### src/rtl/fifo_defs.sv
// Shared defaults for the FIFO pointer/flag controller.
//   RAM_DEPTH : entries in the dual-port RAM (2**PTR_SIZE)
//   PTR_SIZE  : RAM address width
//   AF_THR    : almost_full when count >= AF_THR
//   AE_THR    : almost_empty when count <= AE_THR
//   CNT_W     : occupancy width, one bit wider than a pointer so that
//               a completely full RAM is representable
package fifo_defs;

  localparam int RAM_DEPTH = 8;
  localparam int PTR_SIZE  = 3;
  localparam int AF_THR    = 6;
  localparam int AE_THR    = 2;
  localparam int CNT_W     = PTR_SIZE + 1;

endpackage

### src/rtl/ptr_counter.sv
// Wrapping RAM address counter with enable.
// Ports:
//   clk  : rising-edge clock
//   rst  : asynchronous active-low reset, clears ptr to 0
//   en   : advance ptr by one on this edge
//   ptr  : current address; wraps RAM_DEPTH-1 -> 0 by natural overflow
module ptr_counter #(
  parameter int PTR_SIZE = fifo_defs::PTR_SIZE
) (
  input  logic                clk,
  input  logic                rst,
  input  logic                en,
  output logic [PTR_SIZE-1:0] ptr
);

  always_ff @(posedge clk or negedge rst) begin
    if (!rst) begin
      ptr <= '0;
    end else if (en) begin
      ptr <= ptr + 1'b1;
    end
  end

endmodule

### src/rtl/fifo_ctrl.sv
// Pointer and flag controller for a dual-port RAM FIFO buffer.
// Converts producer push / consumer pop requests into RAM write/read
// strobes and addresses, tracks occupancy, and qualifies RAM read data.
// Ports:
//   clk, rst         : clock, asynchronous active-low reset
//   push, pop        : producer write / consumer read requests
//   wr_enb, rd_enb   : accepted push / pop (combinational, same cycle)
//   wr_ptr, rd_ptr   : RAM write / read addresses
//   count            : occupancy 0..RAM_DEPTH
//   full, empty      : count == RAM_DEPTH / count == 0
//   almost_full      : count >= AF_THR
//   almost_empty     : count <= AE_THR
//   data_valid       : RAM data_out valid (one cycle after rd_enb)
//   overflow         : sticky, push rejected while full
//   underflow        : sticky, pop rejected while empty
module fifo_ctrl #(
  parameter int RAM_DEPTH = fifo_defs::RAM_DEPTH,
  parameter int PTR_SIZE  = fifo_defs::PTR_SIZE,
  parameter int AF_THR    = fifo_defs::AF_THR,
  parameter int AE_THR    = fifo_defs::AE_THR
) (
  input  logic                clk,
  input  logic                rst,
  input  logic                push,
  input  logic                pop,
  output logic                wr_enb,
  output logic                rd_enb,
  output logic [PTR_SIZE-1:0] wr_ptr,
  output logic [PTR_SIZE-1:0] rd_ptr,
  output logic [PTR_SIZE:0]   count,
  output logic                full,
  output logic                empty,
  output logic                almost_full,
  output logic                almost_empty,
  output logic                data_valid,
  output logic                overflow,
  output logic                underflow
);

  localparam int CNT_W = PTR_SIZE + 1;
  localparam logic [CNT_W-1:0] DEPTH_C = CNT_W'(RAM_DEPTH);
  localparam logic [CNT_W-1:0] AF_C    = CNT_W'(AF_THR);
  localparam logic [CNT_W-1:0] AE_C    = CNT_W'(AE_THR);

  logic [CNT_W-1:0] cnt_p1;
  logic             vld_p1;
  logic             ovf_p1;
  logic             unf_p1;

  // A push into a full RAM is safe when a pop frees the same slot on the
  // same edge: the RAM reads the old word before the write lands.
  // A pop from empty is never accepted, even with a concurrent push.
  assign wr_enb = push & (~full | pop);
  assign rd_enb = pop & ~empty;

  ptr_counter #(.PTR_SIZE(PTR_SIZE)) u_wr_ptr (
    .clk (clk),
    .rst (rst),
    .en  (wr_enb),
    .ptr (wr_ptr)
  );

  ptr_counter #(.PTR_SIZE(PTR_SIZE)) u_rd_ptr (
    .clk (clk),
    .rst (rst),
    .en  (rd_enb),
    .ptr (rd_ptr)
  );

  // ---- stage p1: occupancy, read-data qualifier, sticky errors ----
  always_ff @(posedge clk or negedge rst) begin
    if (!rst) begin
      cnt_p1 <= '0;
      vld_p1 <= 1'b0;
      ovf_p1 <= 1'b0;
      unf_p1 <= 1'b0;
    end else begin
      if (wr_enb && !rd_enb) begin
        cnt_p1 <= cnt_p1 + 1'b1;
      end else if (rd_enb && !wr_enb) begin
        cnt_p1 <= cnt_p1 - 1'b1;
      end
      vld_p1 <= rd_enb;
      if (push && full && !pop) begin
        ovf_p1 <= 1'b1;
      end
      if (pop && empty) begin
        unf_p1 <= 1'b1;
      end
    end
  end

  // Flags decode the registered count only, so push/pop never reach them
  // combinationally.
  assign count        = cnt_p1;
  assign full         = (cnt_p1 == DEPTH_C);
  assign empty        = (cnt_p1 == '0);
  assign almost_full  = (cnt_p1 >= AF_C);
  assign almost_empty = (cnt_p1 <= AE_C);
  assign data_valid   = vld_p1;
  assign overflow     = ovf_p1;
  assign underflow    = unf_p1;

endmodule

### config.mk
export PLATFORM = sky130hd
export DESIGN_NAME = fifo_ctrl
export DESIGN_NICKNAME = d
export VERILOG_FILES = /design/src/rtl/fifo_defs.sv /design/src/rtl/ptr_counter.sv /design/src/rtl/fifo_ctrl.sv
export SDC_FILE = /design/constraint.sdc
export NUM_CORES = 1
export LEC_CHECK = 0
export BUFFER_PORTS_ARGS = -buffer_cell sky130_fd_sc_hd__buf_2
export CORE_MARGIN = 3
export CORE_UTILIZATION = 51
export CTS_BUF_LIST = sky130_fd_sc_hd__clkbuf_2
export DETAILED_ROUTE_END_ITERATION = 8
export HOLD_SLACK_MARGIN = 0.08
export PLACE_DENSITY = 0.8
export SLEW_MARGIN = 20
export SYNTH_ARGS = -nofsm -noshare
export SYNTH_HDL_FRONTEND = slang
export SYNTH_SLANG_ARGS = --single-unit
### constraint.sdc
create_clock -name clk -period 3.17 [get_ports clk]
set_input_delay 0.951 -clock clk [delete_from_list [all_inputs] [get_ports clk]]
set_output_delay 0.951 -clock clk [all_outputs]
set_load 0.05 [all_outputs]
==> flow_metrics.env <==
export IMPL_syn_area_um2=707
export IMPL_drive_above_1_share_pct=44.0
export IMPL_post_cts_setup_buffers=0
export IMPL_fp_dieH_um=43.2
export IMPL_ctsResizeCount=0
export IMPL_drv_cap=0
export IMPL_synth_cell_types=30
export IMPL_ys_ff_latch=13
export IMPL_clock_latency_ns=0.27
export IMPL_hold_viol=0
export IMPL_area_delta_synth_final_pct=22.3
export IMPL_worstHoldPathCells=1
export IMPL_rr_endpoint="count[3]"
export IMPL_reg2reg_from="count[0]"
export IMPL_syn_num_nets=69
export IMPL_ys_flop_type="dfrtp_1"
export IMPL_hold_end="underflow"
export IMPL_yosys_warnings=0
export IMPL_cp_arrival_ns=3.07
export IMPL_crit_path_start_kind="register"
export IMPL_finalCriticalPeriod_ns=2.91
export IMPL_fmax_mhz=344
export IMPL_async_reset_ff_share_pct=100
export IMPL_port_buffers=22
export IMPL_syn_inst=59
export IMPL_rows=12
export IMPL_numCtsBuffers=3
export IMPL_clock_tree_buffer_depth=2
export IMPL_clk_pin_slew_ns=0.12
export IMPL_period_share_pct=91.8
export IMPL_via_count=544
export IMPL_drt_vias_per_instance=5.55
export IMPL_required_ns=3.33
export IMPL_holdBufCountCts=0
export IMPL_grt_pass1_wl_um=2430
export IMPL_overflow=0
export IMPL_r2r_cells=9
export IMPL_critPathKind="reg2reg"
export IMPL_ant_nets=0
export IMPL_rsz0062_at_grt="no"
export IMPL_crit_chain="or4b_4, o21ai_4, inv_1, ha_1, inv_1, ha_1, or4_1, o211ai_1, o211ai_1"
export IMPL_grt_max_degree=14
export IMPL_skew_ns=0.00183
export IMPL_avgSynthCellArea_um2=12.0
export IMPL_cts_max_level=1
export IMPL_synth_edff_count=0
export IMPL_ys_seq_area_share_pct=46.0
export IMPL_start_util_pct=58.9
export IMPL_crit_fanout=8
export IMPL_grt_pass1_vias=531
export IMPL_root_buffer="clkbuf_2"
export IMPL_fillCellCount=94
export IMPL_drcViolationCount=0
export IMPL_clkSinkCount=13
export IMPL_gp_congestion=0.753
export IMPL_cts_tree="done"
export IMPL_wl_per_cell_um=13.9
export IMPL_cpPeakStageDelay_ns=0.58
export IMPL_drt_pass1_iter_count=2
export IMPL_cp_startpoint="count[0]"
export IMPL_antenna_found_initial=0
export IMPL_die_x_um=43.2
export IMPL_core_area_mm2=0.00120
export IMPL_grt_use_total_pct=17.2
export IMPL_setup_viol=0
export IMPL_drv_slew=0
export IMPL_final_nets=95
export IMPL_cp_slowest_cell="or4b_4"
export IMPL_routed_wl_um=1370
export IMPL_hold_class="reg2reg"
export IMPL_setup_tns_ns=0
export IMPL_status="finished clean"
export IMPL_drt_iter0_drc=3
export IMPL_ioPinCount=23
export IMPL_hold_start="underflow"
export IMPL_tightest_slew_ns=0.302
export IMPL_antenna_cells=0
export IMPL_dieArea_mm2=0.00187
export IMPL_hpwl_um=1050
export IMPL_ff2ff_setup_slack_ns=0.26
export IMPL_setup_worst_path_end_class="register"
export IMPL_relSlewSlack_pct=79.9
==> stage by stage <==
stage | worst slack, ns | area (um2) | hold slack, ns | util, % | instances
finish | 0.259 | 865 | 0.463 | 72.0 | 98
global route | 0.159 | 865 | 0.485 | 72.0 | 98
CTS | 0.262 | 865 | 0.469 | 72.0 | 98
detailed placement | 0.243 | 845 | 0.443 | 70.3 | 94
global placement | 0.281 | 845 | 0.435 | 70.3 | 94
floorplan | 0.0666 | 721 | 0.655 | - | 59
==> synth_stat cells (2+ instances only) <==
| master | count | share of area (%) |
|---|---|---|
| inv_1 | 3 | 1.6 |
| nand2_1 | 3 | 1.6 |
| a21o_1 | 2 | 2.1 |
| ha_1 | 5 | 8.8 |
| xnor2_1 | 5 | 6.2 |
| o211ai_1 | 3 | 3.2 |
| nand3_1 | 2 | 1.4 |
| dfrtp_1 | 13 | 46 |
| a21oi_1 | 2 | 1.4 |
==> worst max-delay path by stage <==
stage                     slack (ns)  depth (start not counted)       end
after floorplan                 0.07                          9  count[3]
after global placement          0.28                          9  count[3]
after global routing            0.16                          9  count[3]
after CTS                       0.26                          9  count[3]
after detailed placement        0.24                          9  count[3]
final                           0.26                          9  count[3]
==> flip-flops by register name, summed over array words and instances, names as in the netlist <==
signal / flops
count: 4
data_valid: 1
overflow: 1
u_rd_ptr.ptr: 3
u_wr_ptr.ptr: 3
underflow: 1
==> layout by cell type (no fill, tap or decap), drive strengths merged, types with 2 or more instances in the layout <==
cell,n
a21o,3
a21oi,2
buf,22
clkbuf,4
dfrtp,13
ha,5
inv,4
mux2,3
nand2,3
nand3,2
o211ai,3
o21ai,2
xnor2,5
==> routing by layer <==
layer | global-route usage (%) | part of all wire (%)
met4 | 5.42 | 1.5
met1 | 21.5 | 43
met5 | 0 | 0
met3 | 4.24 | 7.7
met2 | 28.6 | 48
==> area by class of cell <==
type                    instances  area (um2)  area share, %
flip-flops and latches         13         330           38.2
well taps                      14        17.5           2.03
multi-input cells              41         372           43.0
inverters                       4        15.0           1.74
clock buffers                   4        20.0           2.32
repair buffers                 22         110           12.7
==> critical path: cells and delay by family, from the launching register on <==
family / cells / cell delay [ns]
compound gates: 3 / 0.37
buf+inv: 2 / 0.24
simple gates: 2 / 1.10
flops: 1 / 0.51
fa+ha+maj: 2 / 0.57
==> kinds of logic after synthesis <==
group,synth area share [%]
buf+inv,2.65
mux,6.72
xor+xnor,7.43
flops,46.0
compound gates,13.6
fa+ha+maj,11.7
simple gates,11.9
Power is not shown: default switching activity piles up to over one toggle a cycle in this logic, so the estimate is an artifact.
